===== src/rtl/battleship_pkg.sv =====
`default_nettype none
// +--------------------------------------------------------------------+
// | battleship_pkg                                                     |
// | Shared board cell codes, board size and PC attack FSM state type.  |
// | Rev 1.0                                                            |
// +--------------------------------------------------------------------+
package battleship_pkg;

    typedef enum logic [1:0] {
        WATER = 2'b00,
        SHIP  = 2'b01,
        MISS  = 2'b10,
        HIT   = 2'b11
    } cell_t;

    localparam int         BOARD_ROWS        = 5;
    localparam int         BOARD_COLS        = 5;
    localparam logic [7:0] LFSR_DEFAULT_SEED = 8'hA5;
    localparam int         PC_ATK_MAX_TRIES  = 16;

    typedef enum logic [2:0] {
        ST_IDLE  = 3'd0,
        ST_PICK  = 3'd1,
        ST_READ  = 3'd2,
        ST_WAIT  = 3'd3,
        ST_EVAL  = 3'd4,
        ST_WRITE = 3'd5,
        ST_DONE  = 3'd6,
        ST_EXIT  = 3'd7
    } pc_atk_state_t;

    // Codes 10 and 11 both have bit 1 set: the cell was already shot at.
    function automatic logic cell_attacked(input logic [1:0] code);
        return code[1];
    endfunction

endpackage
`default_nettype wire


===== src/rtl/pc_attack_ctrl_if.sv =====
`default_nettype none
// +--------------------------------------------------------------------+
// | pc_attack_ctrl_if                                                  |
// | Player-board RAM access bus: shared row/col, read and write ports. |
// | Rev 1.0                                                            |
// +--------------------------------------------------------------------+
interface pc_attack_ctrl_if;
    logic       brd_rd_en;
    logic       brd_rd_valid;
    logic [1:0] brd_rd_data;
    logic       brd_wr_en;
    logic [1:0] brd_wr_data;
    logic [2:0] brd_row;
    logic [2:0] brd_col;

    modport master (
        output brd_rd_en, brd_wr_en, brd_wr_data, brd_row, brd_col,
        input  brd_rd_valid, brd_rd_data
    );

    modport slave (
        input  brd_rd_en, brd_wr_en, brd_wr_data, brd_row, brd_col,
        output brd_rd_valid, brd_rd_data
    );
endinterface
`default_nettype wire


===== src/rtl/lfsr8.sv =====
`default_nettype none
// +--------------------------------------------------------------------+
// | lfsr8                                                              |
// | Free-running 8-bit Fibonacci LFSR, taps 8,6,5,4, loadable seed.    |
// | Rev 1.0                                                            |
// +--------------------------------------------------------------------+
module lfsr8 (
    input  wire logic       clk,
    input  wire logic       rst,
    input  wire logic [7:0] seed,
    output logic      [7:0] q
);

    logic [7:0] r_q;
    logic       w_fb;

    assign w_fb = r_q[7] ^ r_q[5] ^ r_q[4] ^ r_q[3];

    always_ff @(posedge clk or negedge rst) begin
        if (!rst) begin
            r_q <= seed;
        end else begin
            r_q <= {r_q[6:0], w_fb};
        end
    end

    assign q = r_q;

endmodule
`default_nettype wire


===== src/rtl/pc_attack_ctrl.sv =====
`default_nettype none
// +--------------------------------------------------------------------+
// | pc_attack_ctrl                                                     |
// | Picks an unattacked cell, reads it, marks HIT/MISS, ends PC turn.  |
// | Rev 1.0                                                            |
// +--------------------------------------------------------------------+
module pc_attack_ctrl
    import battleship_pkg::*;
#(
    parameter int         ROWS      = BOARD_ROWS,
    parameter int         COLS      = BOARD_COLS,
    parameter logic [7:0] LFSR_SEED = LFSR_DEFAULT_SEED,
    parameter int         MAX_TRIES = PC_ATK_MAX_TRIES
) (
    input  wire logic             clk,
    input  wire logic             rst,
    input  wire logic             pc_turn_State,
    pc_attack_ctrl_if.master      bif,
    output logic                  hit_pulse,
    output logic                  pc_move,
    output logic                  board_full
);

    localparam int                 c_TRY_W     = $clog2(MAX_TRIES + 1);
    localparam logic [c_TRY_W-1:0] c_MAX_TRIES = c_TRY_W'(MAX_TRIES);
    localparam logic [3:0]         c_ROWS      = 4'(ROWS);
    localparam logic [3:0]         c_COLS      = 4'(COLS);
    localparam logic [3:0]         c_LAST_ROW  = 4'(ROWS - 1);
    localparam logic [3:0]         c_LAST_COL  = 4'(COLS - 1);

    pc_atk_state_t      r_state, w_state_nxt;
    logic [2:0]         r_row, w_row_nxt;
    logic [2:0]         r_col, w_col_nxt;
    logic [c_TRY_W-1:0] r_tries, w_tries_nxt;
    logic [2:0]         r_scan_row, w_scan_row_nxt;
    logic [2:0]         r_scan_col, w_scan_col_nxt;
    logic               r_scan_done, w_scan_done_nxt;
    logic [1:0]         r_cell, w_cell_nxt;
    logic [1:0]         r_wr_data, w_wr_data_nxt;
    logic               r_board_full, w_full_nxt;

    logic               w_rd_en, w_wr_en, w_hit, w_move;
    logic [7:0]         w_lfsr;
    logic               w_cand_ok;
    logic               w_unused_lfsr;

    lfsr8 u_lfsr (
        .clk  (clk),
        .rst  (rst),
        .seed (LFSR_SEED),
        .q    (w_lfsr)
    );

    // Only six LFSR bits form a candidate; the top two just feed the shift.
    assign w_unused_lfsr = ^w_lfsr[7:6];
    assign w_cand_ok     = ({1'b0, w_lfsr[2:0]} < c_ROWS) &&
                           ({1'b0, w_lfsr[5:3]} < c_COLS);

    always_ff @(posedge clk or negedge rst) begin
        if (!rst) begin
            r_state      <= ST_IDLE;
            r_row        <= '0;
            r_col        <= '0;
            r_tries      <= '0;
            r_scan_row   <= '0;
            r_scan_col   <= '0;
            r_scan_done  <= 1'b0;
            r_cell       <= '0;
            r_wr_data    <= '0;
            r_board_full <= 1'b0;
        end else begin
            r_state      <= w_state_nxt;
            r_row        <= w_row_nxt;
            r_col        <= w_col_nxt;
            r_tries      <= w_tries_nxt;
            r_scan_row   <= w_scan_row_nxt;
            r_scan_col   <= w_scan_col_nxt;
            r_scan_done  <= w_scan_done_nxt;
            r_cell       <= w_cell_nxt;
            r_wr_data    <= w_wr_data_nxt;
            r_board_full <= w_full_nxt;
        end
    end

    always_comb begin
        w_state_nxt     = r_state;
        w_row_nxt       = r_row;
        w_col_nxt       = r_col;
        w_tries_nxt     = r_tries;
        w_scan_row_nxt  = r_scan_row;
        w_scan_col_nxt  = r_scan_col;
        w_scan_done_nxt = r_scan_done;
        w_cell_nxt      = r_cell;
        w_wr_data_nxt   = r_wr_data;
        w_full_nxt      = r_board_full;
        w_rd_en         = 1'b0;
        w_wr_en         = 1'b0;
        w_hit           = 1'b0;
        w_move          = 1'b0;

        case (r_state)
            ST_IDLE: begin
                if (pc_turn_State) begin
                    w_state_nxt     = ST_PICK;
                    w_tries_nxt     = '0;
                    w_scan_row_nxt  = '0;
                    w_scan_col_nxt  = '0;
                    w_scan_done_nxt = 1'b0;
                end
            end
            ST_PICK: begin
                if (!pc_turn_State) begin
                    w_state_nxt = ST_IDLE;
                end else if (r_tries < c_MAX_TRIES) begin
                    w_tries_nxt = r_tries + c_TRY_W'(1);
                    if (w_cand_ok) begin
                        w_row_nxt   = w_lfsr[2:0];
                        w_col_nxt   = w_lfsr[5:3];
                        w_state_nxt = ST_READ;
                    end
                end else if (r_scan_done) begin
                    w_full_nxt  = 1'b1;
                    w_state_nxt = ST_DONE;
                end else begin
                    // Post-increment: the pointer moves past each cell as it is taken.
                    w_row_nxt   = r_scan_row;
                    w_col_nxt   = r_scan_col;
                    w_state_nxt = ST_READ;
                    if ({1'b0, r_scan_col} == c_LAST_COL) begin
                        w_scan_col_nxt = '0;
                        if ({1'b0, r_scan_row} == c_LAST_ROW) begin
                            w_scan_done_nxt = 1'b1;
                        end else begin
                            w_scan_row_nxt = r_scan_row + 3'd1;
                        end
                    end else begin
                        w_scan_col_nxt = r_scan_col + 3'd1;
                    end
                end
            end
            ST_READ: begin
                w_rd_en     = 1'b1;
                w_state_nxt = pc_turn_State ? ST_WAIT : ST_IDLE;
            end
            ST_WAIT: begin
                if (!pc_turn_State) begin
                    w_state_nxt = ST_IDLE;
                end else if (bif.brd_rd_valid) begin
                    w_cell_nxt  = bif.brd_rd_data;
                    w_state_nxt = ST_EVAL;
                end
            end
            ST_EVAL: begin
                if (!pc_turn_State) begin
                    w_state_nxt = ST_IDLE;
                end else if (cell_attacked(r_cell)) begin
                    w_state_nxt = ST_PICK;
                end else begin
                    w_wr_data_nxt = r_cell[0] ? HIT : MISS;
                    w_state_nxt   = ST_WRITE;
                end
            end
            ST_WRITE: begin
                w_wr_en     = 1'b1;
                w_hit       = (r_wr_data == HIT);
                w_state_nxt = ST_DONE;
            end
            ST_DONE: begin
                w_move      = 1'b1;
                w_state_nxt = ST_EXIT;
            end
            ST_EXIT: begin
                if (!pc_turn_State) begin
                    w_state_nxt = ST_IDLE;
                end
            end
            default: begin
                w_state_nxt = ST_IDLE;
            end
        endcase
    end

    assign bif.brd_rd_en   = w_rd_en;
    assign bif.brd_wr_en   = w_wr_en;
    assign bif.brd_wr_data = r_wr_data;
    assign bif.brd_row     = r_row;
    assign bif.brd_col     = r_col;
    assign hit_pulse       = w_hit;
    assign pc_move         = w_move;
    assign board_full      = r_board_full;

endmodule
`default_nettype wire

===== src/flat_wrapper.sv =====
// flat-port wrapper written by rule: the top's interface ports become plain ports
module pc_attack_ctrl_flat import battleship_pkg::*;
#(
    parameter int         ROWS      = BOARD_ROWS,
    parameter int         COLS      = BOARD_COLS,
    parameter logic [7:0] LFSR_SEED = LFSR_DEFAULT_SEED,
    parameter int         MAX_TRIES = PC_ATK_MAX_TRIES
)
  (clk, rst, pc_turn_State, hit_pulse, pc_move, board_full, bif_brd_rd_en, bif_brd_wr_en, bif_brd_wr_data, bif_brd_row, bif_brd_col, bif_brd_rd_valid, bif_brd_rd_data);
  pc_attack_ctrl_if bif_i ();
  input  wire logic clk;
  input  wire logic rst;
  input  wire logic pc_turn_State;
  output logic hit_pulse;
  output logic pc_move;
  output logic board_full;
  output wire logic [$bits(bif_i.brd_rd_en)-1:0] bif_brd_rd_en;
  output wire logic [$bits(bif_i.brd_wr_en)-1:0] bif_brd_wr_en;
  output wire logic [$bits(bif_i.brd_wr_data)-1:0] bif_brd_wr_data;
  output wire logic [$bits(bif_i.brd_row)-1:0] bif_brd_row;
  output wire logic [$bits(bif_i.brd_col)-1:0] bif_brd_col;
  input wire logic [$bits(bif_i.brd_rd_valid)-1:0] bif_brd_rd_valid;
  input wire logic [$bits(bif_i.brd_rd_data)-1:0] bif_brd_rd_data;
  assign bif_brd_rd_en = bif_i.brd_rd_en;
  assign bif_brd_wr_en = bif_i.brd_wr_en;
  assign bif_brd_wr_data = bif_i.brd_wr_data;
  assign bif_brd_row = bif_i.brd_row;
  assign bif_brd_col = bif_i.brd_col;
  assign bif_i.brd_rd_valid = bif_brd_rd_valid;
  assign bif_i.brd_rd_data = bif_brd_rd_data;
  pc_attack_ctrl #(.ROWS(ROWS), .COLS(COLS), .LFSR_SEED(LFSR_SEED), .MAX_TRIES(MAX_TRIES)) u_core (.clk(clk), .rst(rst), .pc_turn_State(pc_turn_State), .bif(bif_i), .hit_pulse(hit_pulse), .pc_move(pc_move), .board_full(board_full));
endmodule

===== config.mk =====
export PLATFORM = sky130hd
export DESIGN_NAME = pc_attack_ctrl_flat
export DESIGN_NICKNAME = d
export VERILOG_FILES = /design/src/rtl/battleship_pkg.sv /design/src/rtl/pc_attack_ctrl_if.sv /design/src/rtl/lfsr8.sv /design/src/rtl/pc_attack_ctrl.sv /design/src/flat_wrapper.sv
export SDC_FILE = /design/constraint.sdc
export NUM_CORES = 1
export LEC_CHECK = 0
export ABC_AREA = 1
export CAP_MARGIN = 20
export CORE_ASPECT_RATIO = 1.5
export CORE_MARGIN = 2
export CORE_UTILIZATION = 58
export CTS_BUF_LIST = sky130_fd_sc_hd__clkbuf_4
export DETAILED_ROUTE_END_ITERATION = 16
export PLACE_DENSITY = 0.85
export SLEW_MARGIN = 5
export SYNTH_ARGS = -nofsm -noshare
export SYNTH_HDL_FRONTEND = slang
export SYNTH_SLANG_ARGS = --single-unit

===== constraint.sdc =====
create_clock -name clk -period 1.77 [get_ports clk]
set_input_delay 0.354 -clock clk [delete_from_list [all_inputs] [get_ports clk]]
set_output_delay 0.354 -clock clk [all_outputs]
set_load 0.01 [all_outputs]

==> metrics, run 1 <==
initial DRC count 25; I/O pin count 19; CTS sink count 34; critical path class register to output pin; worst hold path cell count 0; CTS buffer count 5; max-slew violations 0; Die Y 72.2 um; maximum vdd drop 842 uV; Post-Route WL 3480 um; first-pass GRT wire length 6150 um; Reg clk slew, reported paths 0.11 ns; Sw Pwr 0.975 mW; top cell type by total area after synthesis dfrtp_1; worst skew pair latency 0.34 ns; maximum number of pins on one net before global-route repair 35; starting density of the core 0.611; antenna-violating nets left 0; DRC 0; DR pass1 iterations 5; CP Launch Type register; cell chain of the critical path buf_4, nand3_1, inv_1, dlygate4sd2_1; core area 2940 um2; delay-heaviest family, CP buffers and inverters; outcome finished clean; # rows 24; Max H-tree Level 2; Final Wtd Congestion 0.895; DR WL/cell 11.9 um; hold_ws 0.367 ns; grt total ovfl 0; Synth Warn # 0; final setup fails 0; Reg2Reg Depth 7; mapped cell area 1800 um2; Fin Clk Skew 0.00775 ns; worst hold path type register to register; worst hold start u_core.u_lfsr.q[6]; CTS Hold Bufs 0; DR vias/cell 5.15; Seq pwr share 0.383; total track usage 0.229; register area share after synthesis 0.476; Rel. slew slack 0.721; Die Wd 49.5 um; Slowest-stage cell, CP dfrtp_1; DIE AREA 3570 um2; r2r setup slk 0.28 ns; root buffer cell clkbuf_4; RSZ-0062 raised after global routing false; max incr delay on CP 0.40 ns; Comb pwr share 0.349; worst r2r src u_core.r_state[2]; dpl hpwl 2610 um; vias in the first global route 1463; final hold violations 0; Req. time, crit path 1.42 ns; Util after Layout 0.733; Worst-Margin Slew 0.419 ns; Area Overhead vs Synth 20.0%; routed vias 1509; reg2reg end u_core.bif.brd_col[2]; Setup crit end kind output pin; share of the synthesized area in the top cell type 0.418; fin crit period 1.69 ns; # Max-Cap Violations 0; post-synthesis register bit count 34; Setup Total Neg Slack 0 ns; Static Leak 1.11 nW; Area contributors post-synth dfrtp_1 (42%), nand2_1 (15%), dfstp_2 (5.8%), nand3_1 (5.6%), inv_1 (5.0%); CP max FO 3; layout cells sized above 1 0.138; Final #Nets 264; Avg Inst Size Synth 8.03 um2; Critical path buffers and inverters 3; internal power 1.72 mW; Synthesized Nets 235; CTS tree yes; switch share 0.362; Ant. Diodes 0; PwrDens 1250 nW/um2; Port-buffer cells 18; post-route clock period utilization 0.957; Filler cells 240; Hold EP u_core.u_lfsr.q[7]; power share of the clock group 0.268; critical path arrival 1.34 ns; Tot Pwr 2.69 mW; Mapped Cells 224; Critical Path Stages 4; CTS max path bufs 2; post-synthesis cell type count 27; initial antenna violation count 0; Fmax 591 MHz
worst max-delay path by stage:
| stage | from | to | slack (ns) |
|---|---|---|---|
| finish | u_core.r_state[0] | bif_brd_wr_en | 0.08 |
| global route | u_core.r_state[0] | bif_brd_wr_en | 0.01 |
| CTS | u_core.r_state[0] | bif_brd_wr_en | 0.08 |
| detailed placement | pc_turn_State | u_core.bif.brd_col[2] | 0.04 |
| global placement | pc_turn_State | u_core.bif.brd_col[2] | 0.09 |
| floorplan | u_core.r_state[2] | u_core.bif.brd_row[2] | 0.51 |
logic make-up after synthesis:
group / share of synthesized area
buffers and inverters: 0.0758
XOR/XNOR: 0.0292
adder cells (fa/ha/maj): 0.0348
AND/OR/NAND/NOR: 0.326
flip-flops: 0.476
AO/OA/AOI/OAI: 0.0585
cells in the final DEF (no fill, tap or decap), types with 2 or more instances in the layout:
| cell type | instances |
|---|---|
| xnor2_1 | 3 |
| nor2_1 | 21 |
| buf_4 | 9 |
| nand3b_1 | 2 |
| inv_1 | 24 |
| dlygate4sd2_1 | 4 |
| nand2_1 | 72 |
| dfrtp_1 | 30 |
| bufinv_16 | 2 |
| dfstp_2 | 4 |
| ha_1 | 5 |
| nand3_1 | 20 |
| xor2_1 | 3 |
| or2_2 | 3 |
| nor3_1 | 2 |
| clkbuf_4 | 5 |
| nor2_4 | 2 |
| clkdlybuf4s50_1 | 14 |
| o21ai_0 | 13 |
| nor2_2 | 2 |
| a21oi_1 | 4 |
| nand2_4 | 2 |
sequential cells by signal, summed over array words and instances, names as in the netlist:
| register | flops |
|---|---|
| u_core.r_state | 3 |
| u_core.bif.brd_row | 3 |
| u_core.r_tries | 5 |
| u_core.r_scan_row | 3 |
| u_core.bif.brd_col | 3 |
| u_core.bif.brd_wr_data | 2 |
| u_core.board_full | 1 |
| u_core.r_scan_done | 1 |
| u_core.u_lfsr.q | 8 |
| u_core.r_cell | 2 |
| u_core.r_scan_col | 3 |
routing by layer:
layer | track usage | vias to the layer above | wire [um]
met3 | 0.0556 | 8 | 113
li1 | - | 763 | -
met5 | 0 | - | 0
met1 | 0.246 | 705 | 1400
met2 | 0.413 | 33 | 1880
met4 | 0.117 | 0 | 84
cell type report:
cell class / count / area [um2] / share of cell area
timing repair buffer: 27 / 243 / 0.112
inverter: 26 / 98.8 / 0.0458
sequential: 34 / 856 / 0.397
clock buffer: 5 / 37.5 / 0.0174
tap: 39 / 48.8 / 0.0226
clock inverter: 3 / 68.8 / 0.0319
multi-input combinational: 159 / 806 / 0.373
cell usage after synthesis:
cell      number
nand2_1       72
dfrtp_1       30
inv_1         24
nor2_1        21
nand3_1       20
o21ai_0       13
ha_1           5
a21oi_1        4
dfstp_2        4
buf_4          3
or2_2          3
xnor2_1        3
xor2_1         3
nand2_4        2
nand3b_1       2
nor2_2         2
nor2_4         2
nor3_1         2
buf_6          1
clkbuf_1       1
clkinv_1       1
clkinv_2       1
nand2_2        1
nand3_2        1
nor3b_4        1
o211ai_2       1
o21bai_1       1
repair_timing:
action / CTS / global route
gates resized for setup: 4 / 0
setup buffers: 2 / 0
endpoints found under the setup margin: 4 / 0
metrics by stage:
step                cell area, um2  instances  setup slack (ns)
detailed placement            2040        283            0.0370
finish                        2160        293            0.0768
global route                  2160        293            0.0107
global placement              2040        283            0.0866
CTS                           2160        293            0.0755
floorplan                     1800        224             0.509
power groups by stage:
stage	logic [mW]	registers [mW]	clock network (mW)
after floorplan	0.680	1.03	0
final	0.941	1.03	0.723
after CTS	0.943	1.03	0.731
after detailed placement	0.915	1.05	0
after global routing	1.06	1.05	0.760
after global placement	0.892	1.04	0
No activity file was read; power rests on OpenSTA's default activity.
==> inputs of run 2 (changes only) <==
Settings changed: CORE_MARGIN 2 to 5.
Clock period 1.77 ns to 1.9 ns, I/O delays scaled along.
==> metrics, run 2 (same netlist as run 1, synthesis figures left out) <==
DR WL/cell 12.0 um (+1.1%); internal power 1.33 mW (-22%); Rel. slew slack 0.721 (about the same); CP Launch Type register; I/O pin count 19 (unchanged); worst hold start u_core.u_lfsr.q[6]; Worst Setup SP u_core.r_state[1]; final hold violations 0 (unchanged); Die Wd 55.5 um (+12%); root buffer cell clkbuf_4; fin crit period 1.74 ns; # rows 24 (unchanged); initial antenna violation count 0 (unchanged); DR vias/cell 5.13 (-0.38%); PwrDens 1070 nW/um2 (-15%); RSZ-0062 raised after global routing false; worst hold path type register to register; Util after Layout 0.710 (-0.0230); Setup crit end kind output pin; Filler cells 253 (+5.4%); Ant. Diodes 0 (unchanged); starting density of the core 0.611 (unchanged); layout cells sized above 1 0.131 (-0.00684); antenna-violating nets left 0 (unchanged); post-route clock period utilization 0.914; Area Overhead vs Synth 16.3%; power share of the clock group 0.174 (-0.094); Static Leak 1.08 nW (-3.0%); CTS tree yes; Fmax 576 MHz; Final #Nets 262 (-0.76%); total track usage 0.182 (-0.0466); first-pass GRT wire length 6280 um (+2.0%); switch share 0.401 (+0.0397); worst r2r src u_core.r_state[2]; Final Wtd Congestion 0.825 (-7.8%); max-slew violations 0 (unchanged); dpl hpwl 2660 um (+1.6%); most common cell after layout, fill and taps aside nand2_1; Comb pwr share 0.390 (+0.041); Die Y 78.2 um (+8.3%); Worst-Margin Slew 0.418 ns (-0.000852 ns); routed vias 1493 (-1.1%); Setup Total Neg Slack 0 ns (unchanged); Largest register FFs 8 (unchanged); CTS max path bufs 2 (unchanged); CTS Hold Bufs 0 (unchanged); maximum number of pins on one net before global-route repair 35 (unchanged); most frequent cells in the layout nand2_1 (72), dfrtp_1 (30), inv_1 (23); initial DRC count 53 (+110%); vias in the first global route 1414 (-3.3%); Req. time, crit path 1.52 ns (+0.10 ns); Reg clk slew, reported paths 0.10 ns (about the same); CTS sink count 34 (unchanged); Max H-tree Level 2 (unchanged); critical path class register to output pin; DR pass1 iterations 4 (-1); # Max-Cap Violations 0 (unchanged); DRC 0 (unchanged); Port-buffer cells 18 (unchanged); maximum vdd drop 665 uV (-21%); critical path arrival 1.36 ns (+0.02 ns); CTS buffer count 5 (unchanged); final setup fails 0 (unchanged); core area 2940 um2 (unchanged); Post-Route WL 3490 um (+0.37%); Sw Pwr 0.895 mW (-8.2%); worst skew pair latency 0.33 ns (about the same); DIE AREA 4340 um2 (+21%); CP max FO 4 (+1); Fin Clk Skew 0.00419 ns (-0.00356 ns); outcome finished clean; grt total ovfl 0 (unchanged); Seq pwr share 0.436 (+0.053)
run 2: path summary, 6_finish.rpt:
path                            cells past startpoint               endpoint  slack [ns]
min in group asynchronous                           2  u_core.bif.brd_col[0]        0.44
worst min register to register                      0     u_core.u_lfsr.q[7]        0.37
worst max register to register                      7  u_core.bif.brd_row[2]        0.40
max in group asynchronous                           2     u_core.u_lfsr.q[2]        1.13
worst max-delay path                                4              hit_pulse        0.16
worst min-delay path                                0     u_core.u_lfsr.q[7]        0.37
run 2: per-stage QoR:
stage / hold slack [ns] / cells / power [mW] / setup slack, ns / instance area [um2]
4_1_cts: 0.378 / 291 / 2.24 / 0.162 / 2090
3_5_place_dp: 0.354 / 282 / 1.84 / 0.179 / 2030
3_3_place_gp: 0.334 / 282 / 1.80 / 0.213 / 2030
5_1_grt: 0.392 / 291 / 2.41 / 0.0572 / 2090
2_1_floorplan: 0.0844 / 224 / 1.59 / 0.639 / 1800
6_report: 0.374 / 291 / 2.23 / 0.164 / 2090
run 2: critical path: stages, from the launching register on:
cell	delay [ns]
dfrtp_1	0.42
inv_1	0.09
nand3_1	0.12
nor2_1	0.11
dlygate4sd2_1	0.27
run 2: cell type report:
cell class,count,area [um2],share of cell area
clock buffers,6,45.0,0.0215
clock inverters,2,8.76,0.00419
inverters,26,98.8,0.0473
multi-input cells,159,806,0.385
flip-flops and latches,34,856,0.409
well taps,39,48.8,0.0233
repair buffers,25,228,0.109
run 2: power by group through the flow:
stage	sequential, mW	clock (mW)	combinational (mW)
floorplan	0.955	0	0.633
global placement	0.978	0	0.827
detailed placement	0.985	0	0.852
CTS	0.967	0.398	0.874
global route	0.990	0.425	0.994
finish	0.971	0.388	0.870
run 2: layer usage:
| metal | routed length [um] | global-route usage | share of wire | vias up |
|---|---|---|---|---|
| met5 | 0 | 0 | 0 | - |
| met4 | 79 | 0.0949 | 0.023 | 0 |
| met3 | 146 | 0.0542 | 0.042 | 6 |
| met2 | 1760 | 0.306 | 0.51 | 35 |
| met1 | 1500 | 0.208 | 0.43 | 702 |
| li1 | - | - | - | 750 |
run 2: repair_timing:
action | CTS | global route
gates resized for setup | 5 | 0
buffers inserted | 1 | 0
setup endpoints to repair | 4 | 0
==> variant, RTL diff (flow settings as in run 1) <==
Set the package constant `PC_ATK_MAX_TRIES` to 8 (it was 16).
--- a/src/rtl/battleship_pkg.sv
+++ b/src/rtl/battleship_pkg.sv
@@ -17,5 +17,5 @@
     localparam int         BOARD_COLS        = 5;
     localparam logic [7:0] LFSR_DEFAULT_SEED = 8'hA5;
-    localparam int         PC_ATK_MAX_TRIES  = 16;
+    localparam int         PC_ATK_MAX_TRIES  = 8;
 
     typedef enum logic [2:0] {
Function: same outputs for any inputs over 10 cycles, from zero or initial values and one cycle with rst low; that may be too few to reach the edited logic, so the function may still have changed.
==> variant against run 1 <==
Worst setup slack got worse by 0.015 ns. Area after synthesis decreased by 3.3%. Wire length decreased by 0.37%. Combinational power increased by 19%. Total power increased by 1.3%. Synthesized cell count decreased by 9.8%. Design area decreased by 1.3%. Global-route usage increased by 0.62 points. Sequential cell count decreased by 1.
==> variant: results (changes against run 1) <==
| Metric | Value |
|---|---|
| Final nets | 243 (-8.0%) |
| M1 WL | 1.33 mm (-4.5%) |
| Fillers | 234 (-2.5%) |
| GRT Total Usage | 23.5% (+0.62 points) |
| Least-Margin Pin Slew | 0.484 ns (+0.0653 ns) |
| Place WS | 0.0391 ns (+0.00214 ns) |
| Syn Inst Count | 202 (-9.8%) |
| Finished Layout Cells | 272 (-7.2%) |
| Vias | 1393 (-7.7%) |
| First-pass GRT wire length | 6.21 mm (+0.91%) |
| Pin count of the biggest net entering global routing | 34 (-2.9%) |
| Clock skew | 0.0161 ns (+0.00834 ns) |
| Final Wtd Congestion | 0.927 (+3.6%) |
| DP Cell Count | 263 (-7.1%) |
| WL final | 3.46 mm (-0.37%) |
| HP Class | input pin to asynchronous set/reset pin |
| Yosys cell types | 30 (+11%) |
| Fraction of layout cells with a size suffix above 1 | 20.6% (+6.8 points) |
| Clk pin slew, worst setup/hold paths | 0.12 ns |
| Post-Syn Nets | 213 (-9.4%) |
| Leak | 0.00100 uW (-9.7%) |
| Post-synth top cells | nand2_1, dfrtp_1, inv_1, nor2_1, o21ai_0 |
| Outcome | finished, final reports clean |
| Crit-path max cell delay | 0.42 ns (+0.02 ns) |
| Met2 WL post-DR | 1.94 mm (+3.3%) |
| CP top delay family | flip-flops |
| Placed Area | 2020 um2 (-0.86%) |
| Synth area leaders | dfrtp_1, nand2_1, dfstp_2, inv_1, ha_1 |
| Peak supply drop | 0.000796 V (-5.4%) |
| Antenna violations before repair | 0 (unchanged) |
| TritonRoute pass-1 iters | 4 (-1) |
==> variant: cell count changes after synthesis, moves of 3 or more <==
cell,delta
nand2_1,-19
nand3_1,-10
o21ai_1,+7
o21ai_2,+7
nor2_1,-5
a21oi_1,+3
buf_4,-3
inv_2,+3
==> variant: through the flow <==
step / TNS (ns) / hold slack, ns
final: 0 / 0.373
after global routing: -0.0170 / 0.390
after CTS: -0.0112 / 0.374
after detailed placement: 0 / 0.340
after global placement: 0 / 0.345
after floorplan: 0 / 0.0584
==> variant: final cells by class <==
class                   instances  area, um2  share of cell area (%)
flip-flops and latches         33        831                    39.0
multi-input cells             139        801                    37.6
repair buffers                 26        265                    12.4
inverters                      27        101                    4.76
well taps                      39       48.8                    2.29
clock inverters                 3       46.3                    2.17
clock buffers                   5       37.5                    1.76
==> variant: logic make-up after synthesis <==
logic type / synth area share (%)
buffers and inverters: 6.98
adders and majority gates: 3.60
AOI/OAI and AO/OA: 13.0
xor gates and xnor gates: 1.01
and+or+nand+nor: 27.6
DFF: 47.8
==> variant: power by group <==
part | switching [uW] | leakage, uW | internal, uW
clock | 280 | 0.0000414 | 299
combinational | 656 | 0.000532 | 459
sequential | 133 | 0.000431 | 903
==> variant: metal layers <==
metal / track usage [%] / up-vias
met5: 0 / -
met4: 12.1 / 0
met3: 5.70 / 7
met2: 42.6 / 25
met1: 24.9 / 656
li1: - / 705
==> variant: repair_timing <==
action	CTS	global route
setup buffers	0	1
resized for setup	6	5
pin swaps	0	1
endpoints found under the setup margin	4	2
==> variant: path summary, 6_finish.rpt <==
kind,end,slack (ns),startpoint,cells past startpoint
min in group clk,u_core.u_lfsr.q[7],0.38,u_core.u_lfsr.q[6],0
hold / removal,u_core.r_cell[0],0.37,rst,2
hold reg to reg,u_core.u_lfsr.q[7],0.38,u_core.u_lfsr.q[6],0
setup reg to reg,u_core.r_tries[2],0.25,u_core.r_tries[3],3
setup / recovery,bif_brd_rd_en,0.06,u_core.r_state[1],4
max in group asynchronous,u_core.u_lfsr.q[7],1.05,rst,2
